==> src/rtl/mem_access_stage.sv <==
// Memory-access stage: turns load/store micro-ops into word-aligned req/ack bus cycles.
// Define MEM_TIMEOUT_EN to add a bus watchdog (TIMEOUT_CYCLES) and the bus_err output.
`timescale 1ns/1ps
module mem_access_stage
   #(parameter int TIMEOUT_CYCLES = 255)
(
   input  logic        cpu_clk_50M,
   input  logic        cpu_rst,
   input  logic        flush,
   input  logic        mem_valid,
   input  logic [3:0]  mem_op,
   input  logic [31:0] mem_addr,
   input  logic [31:0] mem_sdata,
   input  logic [4:0]  mem_wa,
   input  logic        mem_wreg,
   input  logic [31:0] mem_alu_res,
   input  logic        mem_whilo,
   input  logic [63:0] mem_hilo,
   output logic        mem_stall,
   output logic        dbus_req,
   output logic        dbus_we,
   output logic [31:0] dbus_addr,
   output logic [3:0]  dbus_be,
   output logic [31:0] dbus_wdata,
   input  logic        dbus_ack,
   input  logic [31:0] dbus_rdata,
   output logic [4:0]  out_wa,
   output logic        out_wreg,
   output logic [31:0] out_dreg,
   output logic        out_mreg,
   output logic [3:0]  out_dre,
   output logic        out_sign,
   output logic        out_whilo,
   output logic [63:0] out_hilo,
   output logic        exc_adel,
   output logic        exc_ades,
   output logic [31:0] badvaddr
`ifdef MEM_TIMEOUT_EN
   , output logic      bus_err
`endif
);

   localparam logic [3:0] OP_LB  = 4'd1;
   localparam logic [3:0] OP_LBU = 4'd2;
   localparam logic [3:0] OP_LH  = 4'd3;
   localparam logic [3:0] OP_LHU = 4'd4;
   localparam logic [3:0] OP_LW  = 4'd5;
   localparam logic [3:0] OP_SB  = 4'd6;
   localparam logic [3:0] OP_SH  = 4'd7;
   localparam logic [3:0] OP_SW  = 4'd8;

   typedef enum logic [1:0] {IDLE, REQ, DRAIN, DONE} state_t;

   state_t      state, state_nx;
   logic        is_load, is_store, is_byte, is_half, is_word, is_signed;
   logic        misaligned, start;
   logic [3:0]  lane_be;
   logic [31:0] store_data;
   logic [31:0] rdata_q;
   logic        sign_q;
   logic        timed_out;
   logic        done_err;

   // Decode the micro-op into load/store class, access size and signedness
   always_comb begin
      is_load   = 1'b0;
      is_store  = 1'b0;
      is_byte   = 1'b0;
      is_half   = 1'b0;
      is_signed = 1'b0;
      case (mem_op)
         OP_LB:   begin is_load = 1'b1; is_byte = 1'b1; is_signed = 1'b1; end
         OP_LBU:  begin is_load = 1'b1; is_byte = 1'b1; end
         OP_LH:   begin is_load = 1'b1; is_half = 1'b1; is_signed = 1'b1; end
         OP_LHU:  begin is_load = 1'b1; is_half = 1'b1; end
         OP_LW:   is_load = 1'b1;
         OP_SB:   begin is_store = 1'b1; is_byte = 1'b1; end
         OP_SH:   begin is_store = 1'b1; is_half = 1'b1; end
         OP_SW:   is_store = 1'b1;
         default: ;
      endcase
   end

   assign is_word    = (is_load | is_store) & ~is_byte & ~is_half;
   assign misaligned = (is_half & mem_addr[0]) | (is_word & (|mem_addr[1:0]));
   assign start      = mem_valid & (is_load | is_store) & ~misaligned & ~flush;

   // Little-endian lane selection and store-data replication across the word
   always_comb begin
      if (is_byte) begin
         lane_be    = 4'b0001 << mem_addr[1:0];
         store_data = {4{mem_sdata[7:0]}};
      end else if (is_half) begin
         lane_be    = mem_addr[1] ? 4'b1100 : 4'b0011;
         store_data = {2{mem_sdata[15:0]}};
      end else begin
         lane_be    = 4'b1111;
         store_data = mem_sdata;
      end
   end

   assign exc_adel = mem_valid & is_load & misaligned;
   assign exc_ades = mem_valid & is_store & misaligned;
   assign badvaddr = (exc_adel | exc_ades) ? mem_addr : 32'h0;

`ifdef MEM_TIMEOUT_EN
   localparam int CNT_W = ($clog2(TIMEOUT_CYCLES + 1) > 8) ? $clog2(TIMEOUT_CYCLES + 1) : 8;

   logic [CNT_W-1:0] wait_cnt;
   logic             err_q;

   assign timed_out = (wait_cnt == CNT_W'(TIMEOUT_CYCLES - 1));
   assign done_err  = err_q;
   assign bus_err   = (state == DONE) & err_q;

   // Watchdog counts bus-wait cycles; err_q marks a DONE reached by abort, not by ack
   always_ff @(posedge cpu_clk_50M or posedge cpu_rst) begin
      if (cpu_rst) begin
         wait_cnt <= '0;
         err_q    <= 1'b0;
      end else begin
         if (state == REQ || state == DRAIN) wait_cnt <= wait_cnt + 1'b1;
         else                                wait_cnt <= '0;
         err_q <= (state == REQ) & ~dbus_ack & ~flush & timed_out;
      end
   end
`else
   assign timed_out = 1'b0;
   assign done_err  = 1'b0;
`endif

   // State register with asynchronous reset back to IDLE
   always_ff @(posedge cpu_clk_50M or posedge cpu_rst) begin
      if (cpu_rst) state <= IDLE;
      else         state <= state_nx;
   end

   // Bus fields are frozen at REQ entry so they stay stable until ack
   always_ff @(posedge cpu_clk_50M or posedge cpu_rst) begin
      if (cpu_rst) begin
         dbus_we    <= 1'b0;
         dbus_addr  <= 32'h0;
         dbus_be    <= 4'h0;
         dbus_wdata <= 32'h0;
         sign_q     <= 1'b0;
         rdata_q    <= 32'h0;
      end else begin
         if (state == IDLE && start) begin
            dbus_we    <= is_store;
            dbus_addr  <= {mem_addr[31:2], 2'b00};
            dbus_be    <= lane_be;
            dbus_wdata <= store_data;
            sign_q     <= is_signed;
         end
         if (state == REQ && dbus_ack && !flush && !dbus_we) rdata_q <= dbus_rdata;
      end
   end

   // Next-state, stall and request generation; a flushed transaction still owns the bus until the slave answers
   always_comb begin
      state_nx  = state;
      mem_stall = 1'b0;
      dbus_req  = 1'b0;
      case (state)
         IDLE: begin
            if (start) begin
               mem_stall = 1'b1;
               state_nx  = REQ;
            end
         end
         REQ: begin
            mem_stall = 1'b1;
            dbus_req  = 1'b1;
            if (dbus_ack)       state_nx = flush ? IDLE : DONE;
            else if (flush)     state_nx = DRAIN;
            else if (timed_out) state_nx = DONE;
         end
         DRAIN: begin
            mem_stall = 1'b1;
            dbus_req  = 1'b1;
            if (dbus_ack || timed_out) state_nx = IDLE;
         end
         DONE:    state_nx = IDLE;
         default: state_nx = IDLE;
      endcase
   end

   // Output bundle towards memwb_reg: pass-through for non-memory ops, load result in DONE
   always_comb begin
      out_wa    = 5'h0;
      out_wreg  = 1'b0;
      out_dreg  = 32'h0;
      out_mreg  = 1'b0;
      out_dre   = 4'h0;
      out_sign  = 1'b0;
      out_whilo = 1'b0;
      out_hilo  = 64'h0;
      if (mem_valid && !flush) begin
         case (state)
            IDLE: begin
               if (!is_load && !is_store) begin
                  out_wa    = mem_wa;
                  out_wreg  = mem_wreg;
                  out_dreg  = mem_alu_res;
                  out_whilo = mem_whilo;
                  out_hilo  = mem_hilo;
               end
            end
            DONE: begin
               out_wa = mem_wa;
               if (!done_err) begin
                  out_whilo = mem_whilo;
                  out_hilo  = mem_hilo;
                  if (!dbus_we) begin
                     out_wreg = mem_wreg;
                     out_dreg = rdata_q;
                     out_mreg = 1'b1;
                     out_dre  = dbus_be;
                     out_sign = sign_q;
                  end else begin
                     out_dreg = mem_alu_res;
                  end
               end
            end
            default: ;
         endcase
      end
   end

endmodule
==> config.mk <==
export PLATFORM = sky130hd
export DESIGN_NAME = mem_access_stage
export DESIGN_NICKNAME = d
export VERILOG_FILES = /design/src/rtl/mem_access_stage.sv
export SDC_FILE = /design/constraint.sdc
export NUM_CORES = 1
export LEC_CHECK = 0
export CORE_AREA = 2 2 162 164
export DETAILED_ROUTE_END_ITERATION = 10
export DIE_AREA = 0 0 164 166
export HOLD_SLACK_MARGIN = 0.15
export MAX_ROUTING_LAYER = met4
export PLACE_DENSITY_LB_ADDON = 0.15
export SETUP_SLACK_MARGIN = 0.15
export SYNTH_ARGS = -nofsm -noshare
export SYNTH_HDL_FRONTEND = slang
export SYNTH_SLANG_ARGS = --single-unit
==> constraint.sdc <==
create_clock -name cpu_clk_50M -period 4.4 [get_ports cpu_clk_50M]
set_input_delay 0.66 -clock cpu_clk_50M [delete_from_list [all_inputs] [get_ports cpu_clk_50M]]
set_output_delay 0.66 -clock cpu_clk_50M [all_outputs]
set_load 0.02 [all_outputs]
==> metrics, run 1 <==
R2R cell count 7; Worst Hold Launch sign_q; Critical Path Source Type input pin; clk_skew 0.0117 ns; Die ar. 27200 sq um; design area 10900 sq um; ys async rst share 1.00; H-Tree Depth 3; Clock power frac 0.151; headroom to the max-slew limit 0.281; cell with the largest stage delay on the worst path clkdlybuf4s50_1; max-cap viol count 0; most frequent cells in the layout clkdlybuf4s50_1 (403), dfrtp_1 (102), mux2_2 (99), o21ai_0 (90), and2_1 (76); Pwr per Cell Area 469 nW/um^2; Initial Util 0.238; Gate Count Post-Synth 607; core area 25600 sq um; met3 wire len 1.86 mm; CTS tree yes; Vias 6238; RSZ-0062 raised after global routing no; Max Fclk 0.251 GHz; Routed Antenna Nets 0; pin count of the biggest net entering global routing 72; capturing point of the worst reg2reg path dbus_addr[8]; Internal 3.19 mW; crit path kind input pin to output port; Register-to-Register Setup Slack 1.84 ns; critical path peak fanout 33; Routed met1 length 9.89 mm; Final setup viols 0; CTS buffer count 9; Tightest Hold Check Type flop to flop; CP Launch Point mem_op[0]; vias in the first global route 6138; critical path endpoint out_dreg[7]; Sw Ratio 0.375; final cell count without fillers 1342; TritonCTS sink count 102; global route overflow 0; Routed WL 26.0 mm; Syn. warnings 0; IO buf count 419; CTS Buffer Depth 2; gpl congestion 0.827; Setup WS post-layout 0.423 ns; peak supply drop 0.000220 V; CP required 3.74 ns; slowest stage delay, CP 0.63 ns; critical path data arrival time 3.32 ns; commonest non-fill, non-tap cell in the layout clkdlybuf4s50_1; DR pass1 iterations 4; Synth cell types 44; worst-margin pin slew 1.08 ns; Most used DFF post-synth dfrtp_1; critical-path cell list clkdlybuf4s50_1 -> or4_4 -> a21oi_2 -> buf_4 -> o21ai_0 -> a21oi_1 -> clkdlybuf4s50_1; DR WL met2 13.9 mm; NetSw 1.92 mW; RR Startpoint state[0]; Post-CTS Resized 0; die width 164 um; # IOs 422; final worst path period share 0.904; synthesized area 6090 sq um; GRT Resource Usage Total 0.191; Synth top area share 0.419; sequential area share after synthesis 0.419; initial antenna violation count 0; max layer used met4; largest cells by area after synthesis dfrtp_1 (42%), mux2_2 (18%), and2_1 (7.8%); Final Hold Violating Endpoints 0; area grow syn2layout 78.8%; Post-DP Area 10600 sq um; cell row count 59; Worst setup EP type output port; Reg power frac 0.333; Wirelength per Cell 19.4 um; Min Clock Period, post-route 3.98 ns; vias per cell 4.65; power share of the combinational group 0.516; most used cell, CP clkdlybuf4s50_1; TNS Setup 0 ns; pre-CTS setup slack 0.415 ns; global-route wire length before repair 37.9 mm; Post-CTS Hold Buffers 0; Yosys reg bits 102; drc violations 0; Clk Latency, worst-skew pair 0.35 ns; post-DP HPWL 20.6 mm; die height 166 um; Clk pin slew, worst setup/hold paths 0.07 ns; post-synth top area cell dfrtp_1; Slew Limit Fails 0; P_leak 4.43 nW; fin nets 1215; initial DRC count 315; CTS Root Cell clkbuf_16; Inst Count DP 1327; Avg Cell Area, Syn 10.0 sq um; setup bufs post-CTS 0; share of layout cells above drive strength 1 0.168; Post-synth EDFFs 0; n_diodes 0; outcome finished clean
-- per-stage QoR --
| step | power (mW) | hold WS, ns | util |
|---|---|---|---|
| CTS | 5.19 | 0.511 | 0.425 |
| floorplan | 3.03 | 0.472 | - |
| finish | 5.11 | 0.506 | 0.425 |
| global placement | 4.37 | 0.488 | 0.414 |
| detailed placement | 4.39 | 0.494 | 0.415 |
| global route | 5.43 | 0.517 | 0.425 |
-- critical path: cells and delay by family --
| kind | cells | cell delay, ns |
|---|---|---|
| compound gates | 3 | 0.59 |
| buf+inv | 3 | 1.47 |
| simple gates | 1 | 0.59 |
-- synthesized netlist by cell type, drive strengths merged, types with 4 or more instances --
master  instances
a21oi          34
and2           76
and3           33
and3b          14
buf            12
clkbuf         42
dfrtp         102
ha              4
inv            17
mux2          108
nand2          11
nand4           7
nor2b           5
nor3            4
o211ai         11
o21ai          92
-- worst min path at each step --
stage | to | slack (ns) | depth (start not counted)
5_1_grt | dbus_wdata[11] | 0.52 | 1
4_1_cts | sign_q | 0.51 | 1
2_1_floorplan | sign_q | 0.47 | 1
3_5_place_dp | sign_q | 0.49 | 1
3_3_place_gp | dbus_addr[26] | 0.49 | 1
6_report | sign_q | 0.51 | 1
-- power groups by stage --
stage	logic (mW)	registers (mW)	clock network [mW]
floorplan	1.04	2.00	0
global placement	2.65	1.72	0
detailed placement	2.67	1.72	0
CTS	2.67	1.71	0.810
global route	2.81	1.77	0.848
finish	2.63	1.70	0.769
-- cell families (layout without fill, tap and decap cells) --
logic type                 count (synthesis)  in the layout  share of synthesized area
DFF                                      102            102                      0.419
other                                      1              2                   0.000615
adders and majority gates                  4              4                    0.00821
buffers and inverters                     71            470                     0.0509
muxes                                    108            108                      0.205
and+or+nand+nor                          168            168                      0.176
xor gates and xnor gates                   1              1                    0.00144
AOI/OAI and AO/OA                        152            152                      0.139
-- sequential cells by signal, indices dropped and copies added (netlist names) --
register / cells
state: 2
dbus_wdata: 32
dbus_we: 1
dbus_addr: 30
sign_q: 1
dbus_be: 4
rdata_q: 32
-- area by class of cell --
cell class              instances  area, sq um
flip-flops and latches        102         2550
well taps                     335          419
clock inverters                 6         47.5
inverters                      17         66.3
fillers                      2527        14700
multi-input cells             435         3250
clock buffers                   9          225
repair buffers                438         4330
-- layer usage --
| layer | vias to the layer above | GRT usage |
|---|---|---|
| met4 | 0 | 0.0416 |
| li1 | 2939 | - |
| met1 | 3011 | 0.212 |
| met3 | 20 | 0.0440 |
| met5 | - | - |
| met2 | 268 | 0.346 |
Note: power is estimated with default switching activity, not from simulation.
==> run 2, diff against run 1 <==
- ABC_AREA: default -> 1
==> run 2 against run 1 <==
Net effect:
- clock power up 7.3%
- critical path type unchanged
- die area unchanged
- synthesized area up 0.70%
- core utilization down 0.068 points
- maximum frequency is 0.97% lower
- cell count up 12%
- cell area is 0.16% lower
==> metrics, run 2 <==
# IOs 422 (unchanged); vias in the first global route 6524 (+6.3%); GRT Resource Usage Total 0.192 (+0.000286); synth cell count leaders nand2_1 (188), dfrtp_1 (102), nor3b_1 (70); cell row count 59 (unchanged); Synth cell types 26 (-41%); final cell count without fillers 1506 (+12%); P_leak 4.45 nW (+0.48%); Filler Cells Inserted 2584 (+2.3%); Vias 6626 (+6.2%); Clk Latency, worst-skew pair 0.35 ns (about the same); CP delay by family, top buffers and inverters; Routed Antenna Nets 0 (unchanged); Initial Util 0.240 (+0.00166); Tightest Hold Check Type flop to flop; Post-synth EDFFs 0 (unchanged); most frequent cells in the layout clkdlybuf4s50_1 (419), nand2_1 (187), dfrtp_1 (102), nor3b_1 (70), inv_1 (59); power share of the combinational group 0.534 (+0.018); n_diodes 0 (unchanged); setup bufs post-CTS 0 (unchanged); Slew Limit Fails 0 (unchanged); Worst Hold Launch dbus_wdata[16]; CP required 3.74 ns (about the same); Critical Path Source Type input pin; post-synth top area cell dfrtp_1; critical path peak fanout 34 (+3.0%); critical-path cell list clkdlybuf4s50_1 -> nor2_1 -> buf_4 -> nand3_2 -> nand2_4 -> nor2_8 -> nand3_2 -> nand2_1 -> nand2_1 -> buf_4 -> nor2_1 -> clkdlybuf4s50_1; commonest non-fill, non-tap cell in the layout clkdlybuf4s50_1; die height 166 um (unchanged); Final setup viols 0 (unchanged); worst-margin pin slew 1.11 ns (+0.0354 ns); gpl congestion 0.854 (+3.2%); Tot Pwr 5.29 mW (+3.7%); TNS Setup 0 ns (unchanged); Fin Hold WS 0.483 ns (-0.0229 ns); TritonCTS sink count 102 (unchanged); initial DRC count 268 (-15%); clk_skew 0.00850 ns (-0.00318 ns); Most used DFF post-synth dfrtp_1; Avg Cell Area, Syn 7.90 sq um (-21%); synthesized area 6140 sq um (+0.70%); Min Clock Period, post-route 4.02 ns (+0.0390 ns); Syn. warnings 0 (unchanged); IO buf count 419 (unchanged); H-Tree Depth 3 (unchanged); crit path buf inv count 4 (+1); Final Hold Violating Endpoints 0 (unchanged); RR Startpoint state[0]; NetSw 2.16 mW (+13%); Regs by FF count dbus_wdata x32, rdata_q x32, dbus_addr x30; slowest stage delay, CP 0.65 ns (+0.02 ns); final worst path period share 0.913 (+0.00887); CTS tree yes; die width 164 um (unchanged); max-cap viol count 0 (unchanged); global-route wire length before repair 38.9 mm (+2.7%); area grow syn2layout 77.2%; pre-CTS setup slack 0.0228 ns (-0.392 ns); RSZ-0062 raised after global routing no; crit path kind input pin to output port; outcome finished clean; Setup WS post-layout 0.384 ns (-0.0390 ns); core area 25600 sq um (unchanged); fin nets 1378 (+13%); global route overflow 0 (unchanged); CP Launch Point mem_op[3]; headroom to the max-slew limit 0.257 (-0.0236); CTS Buffer Depth 2 (unchanged); initial antenna violation count 0 (unchanged); CTS buffer count 9 (unchanged); vias per cell 4.40 (-5.3%); Pwr per Cell Area 487 nW/um^2 (+3.8%); Die ar. 27200 sq um (unchanged); ys async rst share 1.00 (unchanged); Clk pin slew, worst setup/hold paths 0.07 ns (about the same); pin count of the biggest net entering global routing 113 (+57%); Inst Count DP 1488 (+12%); share of layout cells above drive strength 1 0.0709 (-0.0969); CTS Root Cell clkbuf_16; top-count cell post-synth nand2_1; Synth top area share 0.416 (-0.00290); Internal 3.13 mW (-1.9%); Clock power frac 0.156 (+0.005); critical path data arrival time 3.36 ns (+0.04 ns); Post-CTS Hold Buffers 0 (unchanged); Yosys reg bits 102 (unchanged); Gate Count Post-Synth 777 (+28%); Sw Ratio 0.409 (+0.0336); Routed WL 25.9 mm (-0.28%); cell with the largest stage delay on the worst path clkdlybuf4s50_1; Wirelength per Cell 17.2 um (-11%); drc violations 0 (unchanged); Reg power frac 0.310 (-0.023); Max Fclk 0.249 GHz (-0.97%); DR pass1 iterations 4 (unchanged); peak supply drop 0.000224 V (+1.4%); largest cells by area after synthesis dfrtp_1 (42%), nand2_1 (11%), nor3b_1 (8.6%); Worst setup EP type output port; sequential area share after synthesis 0.416 (-0.00290); post-DP HPWL 19.4 mm (-6.0%)
## run 2: cell types whose count changed after synthesis, sizes merged, moves of 15 or more
cell   before  now
a21oi      34   49
and2       76    0
buf        12   30
nor3b       2   70
mux2      108   32
and3       33    0
inv        17   65
nor2        3   55
nand2      11  191
o21ai      92  108
o21a        2   32
## run 2: cell families (layout without fill, tap and decap cells)
group	count (synthesis)	count (layout)	synth area share
AND/OR/NAND/NOR	325	327	0.257
AO/OA/AOI/OAI	190	190	0.169
buffers and inverters	123	514	0.0911
flip-flops	102	102	0.416
multiplexers	32	32	0.0587
adder cells (fa/ha/maj)	4	4	0.00816
other	1	2	0.000611
## run 2: worst paths after layout
| path | endpoint | slack (ns) | cells past startpoint |
|---|---|---|---|
| hold reg to reg | dbus_wdata[16] | 0.48 | 2 |
| hold / removal | dbus_wdata[16] | 0.48 | 2 |
| min in group asynchronous | rdata_q[24] | 0.77 | 2 |
| max in group asynchronous | rdata_q[31] | 2.76 | 3 |
| setup / recovery | badvaddr[0] | 0.38 | 12 |
| setup reg to reg | dbus_addr[28] | 2.30 | 6 |
## run 2: layout make-up
class                   count  area [sq um]  area share
repair buffers            433          4300       0.395
flip-flops and latches    102          2550       0.235
well taps                 335           419      0.0385
clock inverters             5          57.6     0.00529
inverters                  65           246      0.0227
clock buffers              11           243      0.0223
multi-input cells         555          3060       0.281
## run 2: tightest hold or removal path, cell delays in order, from the launching register on
cell and delay [ns]:
dfrtp_1 0.34, nand2_1 0.05, nand2_1 0.06
## run 2: routing by layer
metal | global-route usage | part of all wire | up-vias | wire, um
met5 | - | 0 | - | 0
li1 | - | - | 3318 | -
met2 | 0.294 | 0.45 | 235 | 11700
met1 | 0.246 | 0.45 | 3045 | 11700
met4 | 0.0496 | 0.019 | 0 | 489
met3 | 0.0582 | 0.077 | 28 | 2010
## run 2: metrics by stage
step                area [sq um]  utilization
floorplan                   6140            -
global placement           10600        0.412
detailed placement         10600        0.412
CTS                        10900        0.424
global route               10900        0.425
finish                     10900        0.425
## run 2: what timing repair did
| item | CTS | global route |
|---|---|---|
| setup endpoints to repair | 19 | 45 |
| cloned | 1 | 1 |
| gates resized for setup | 0 | 1 |
| pin swaps | 1 | 1 |
## run 2: power by group through the flow
stage                     Sequential, mW  Clock (mW)  Combinational [mW]
after detailed placement            1.65           0                2.83
after global routing                1.70       0.900                3.07
after floorplan                     1.99           0                1.15
after CTS                           1.64       0.869                2.86
after global placement              1.63           0                2.83
final                               1.64       0.825                2.83
==> run 3, diff against run 2 <==
- PLACE_DENSITY: default -> 0.69
- PLACE_DENSITY_LB_ADDON: 0.15 -> default
==> run 3 against run 2 <==
Net effect:
- cell area rose by 0.23%
- combinational power barely moved
- wire length rose by 0.86%
- worst setup slack got worse by 0.075 ns
- core utilization rose by 0.098 points
- via count rose by 1.1%
- global-route usage fell by 0.15 points
- cell count rose by 0.13%
- count of clock-buffer cells in the layout fell by 1
- die area did not move
- highest routed layer unchanged
==> metrics, run 3 (synthesized netlist as in run 2, its figures left out) <==
Tot Pwr 5.32 mW (+0.49%); die width 164 um (unchanged); Pwr per Cell Area 488 nW/um^2 (+0.26%); design area 10900 sq um (+0.23%); CTS Root Cell clkbuf_16; final core area utilization 0.426 (+0.000977); pre-CTS setup slack 0.160 ns (+0.137 ns); area grow syn2layout 77.6%; DR pass1 iterations 5 (+1); TritonCTS sink count 102 (unchanged); critical path data arrival time 3.43 ns (+0.07 ns); Setup WS post-layout 0.308 ns (-0.0751 ns); TNS Setup 0 ns (unchanged); global-route wire length before repair 38.7 mm (-0.57%); initial antenna violation count 0 (unchanged); Worst setup EP type output port; Filler Cells Inserted 2516 (-2.6%); most frequent cells in the layout clkdlybuf4s50_1 (416), nand2_1 (187), dfrtp_1 (102), nor3b_1 (70), inv_1 (59); Regs by FF count dbus_wdata x32, rdata_q x32, dbus_addr x30; Clk Latency, worst-skew pair 0.36 ns (about the same); cell row count 59 (unchanged); drc violations 0 (unchanged); H-Tree Depth 3 (unchanged); crit path kind input pin to output port; CTS Buffer Depth 2 (unchanged); die height 166 um (unchanged); critical path peak fanout 25 (-26%); fin nets 1380 (+0.15%); headroom to the max-slew limit 0.281 (+0.0239); post-DP HPWL 19.9 mm (+2.8%); gpl congestion 0.833 (-2.5%); CTS tree yes; Post-CTS Hold Buffers 0 (unchanged); max-cap viol count 0 (unchanged); Inst Count DP 1491 (+0.20%); initial DRC count 412 (+54%); clk_skew 0.0139 ns (+0.00541 ns); RSZ-0062 raised after global routing yes; Wirelength per Cell 17.3 um (+0.72%); sequential cell area 2550 sq um (unchanged); core area 25600 sq um (unchanged); outcome finished clean; Final Hold Violating Endpoints 0 (unchanged); CTS buffer count 9 (unchanged); peak supply drop 0.000221 V (-0.98%); GRT Resource Usage Total 0.190 (-0.00155); Final setup viols 0 (unchanged); pin count of the biggest net entering global routing 77 (-32%); Vias 6701 (+1.1%); share of layout cells above drive strength 1 0.0759 (+0.00499); P_leak 4.47 nW (+0.55%); setup bufs post-CTS 0 (unchanged); IO buf count 419 (unchanged); n_diodes 0 (unchanged); CP required 3.74 ns (about the same); final cell count without fillers 1508 (+0.13%); Slew Limit Fails 0 (unchanged); worst-margin pin slew 1.08 ns (-0.0370 ns); Routed WL 26.2 mm (+0.86%); Die ar. 27200 sq um (unchanged); final worst path period share 0.930 (+0.0171); Post-CTS Resized 0 (unchanged); Initial Util 0.240 (unchanged); vias in the first global route 6735 (+3.2%); Tightest Hold Check Type flop to flop; Critical Path Source Type input pin; # IOs 422 (unchanged); Min Clock Period, post-route 4.09 ns (+0.0751 ns); vias per cell 4.44 (+1.0%); commonest non-fill, non-tap cell in the layout clkdlybuf4s50_1; Clk pin slew, worst setup/hold paths 0.08 ns (about the same); Fin Hold WS 0.484 ns (+0.000753 ns); Post-DP Area 10600 sq um (+0.38%); Max Fclk 0.244 GHz (-1.8%); Routed Antenna Nets 0 (unchanged); global route overflow 0 (unchanged); Multi-input gate area 3050 sq um (-0.37%)
[run 3: cell type report]
cell class                      instances  share of cell area
Multi-Input combinational cell        554               0.280
Clock inverter                          6             0.00528
Inverter                               65              0.0226
Clock buffer                           10              0.0219
Timing Repair Buffer                  436               0.398
Sequential cell                       102               0.234
Tap cell                              335              0.0384
[run 3: power breakdown]
part	total [mW]	switching, mW	internal [mW]
clock	0.823	0.408	0.416
combinational	2.85	1.56	1.29
sequential	1.65	0.253	1.39
total	5.32	2.22	3.10
[run 3: path summary, 6_finish.rpt]
path | start | to | slack [ns] | cells past startpoint
setup reg to reg | state[0] | dbus_wdata[24] | 2.12 | 6
setup / recovery | mem_op[2] | out_hilo[7] | 0.31 | 10
max in group asynchronous | cpu_rst | dbus_addr[26] | 2.68 | 3
min in group asynchronous | cpu_rst | rdata_q[17] | 0.85 | 2
hold / removal | dbus_wdata[12] | dbus_wdata[12] | 0.48 | 2
hold reg to reg | dbus_wdata[12] | dbus_wdata[12] | 0.48 | 2
[run 3: critical path, cell delays in order]
cell	delay [ns]
clkdlybuf4s50_1	0.48
nor2_1	0.27
nand2_1	0.10
nand2_1	0.09
nor2_1	0.07
nand2_1	0.11
inv_2	0.08
nor2_2	0.84
nor3b_1	0.12
clkdlybuf4s50_1	0.60
[run 3: layer usage]
layer | global-route usage | vias up | wire [um]
met1 | 0.229 | 3077 | 11300
met3 | 0.0629 | 25 | 2460
met2 | 0.307 | 277 | 12000
met4 | 0.0450 | 0 | 389
li1 | - | 3322 | -
met5 | - | - | 0
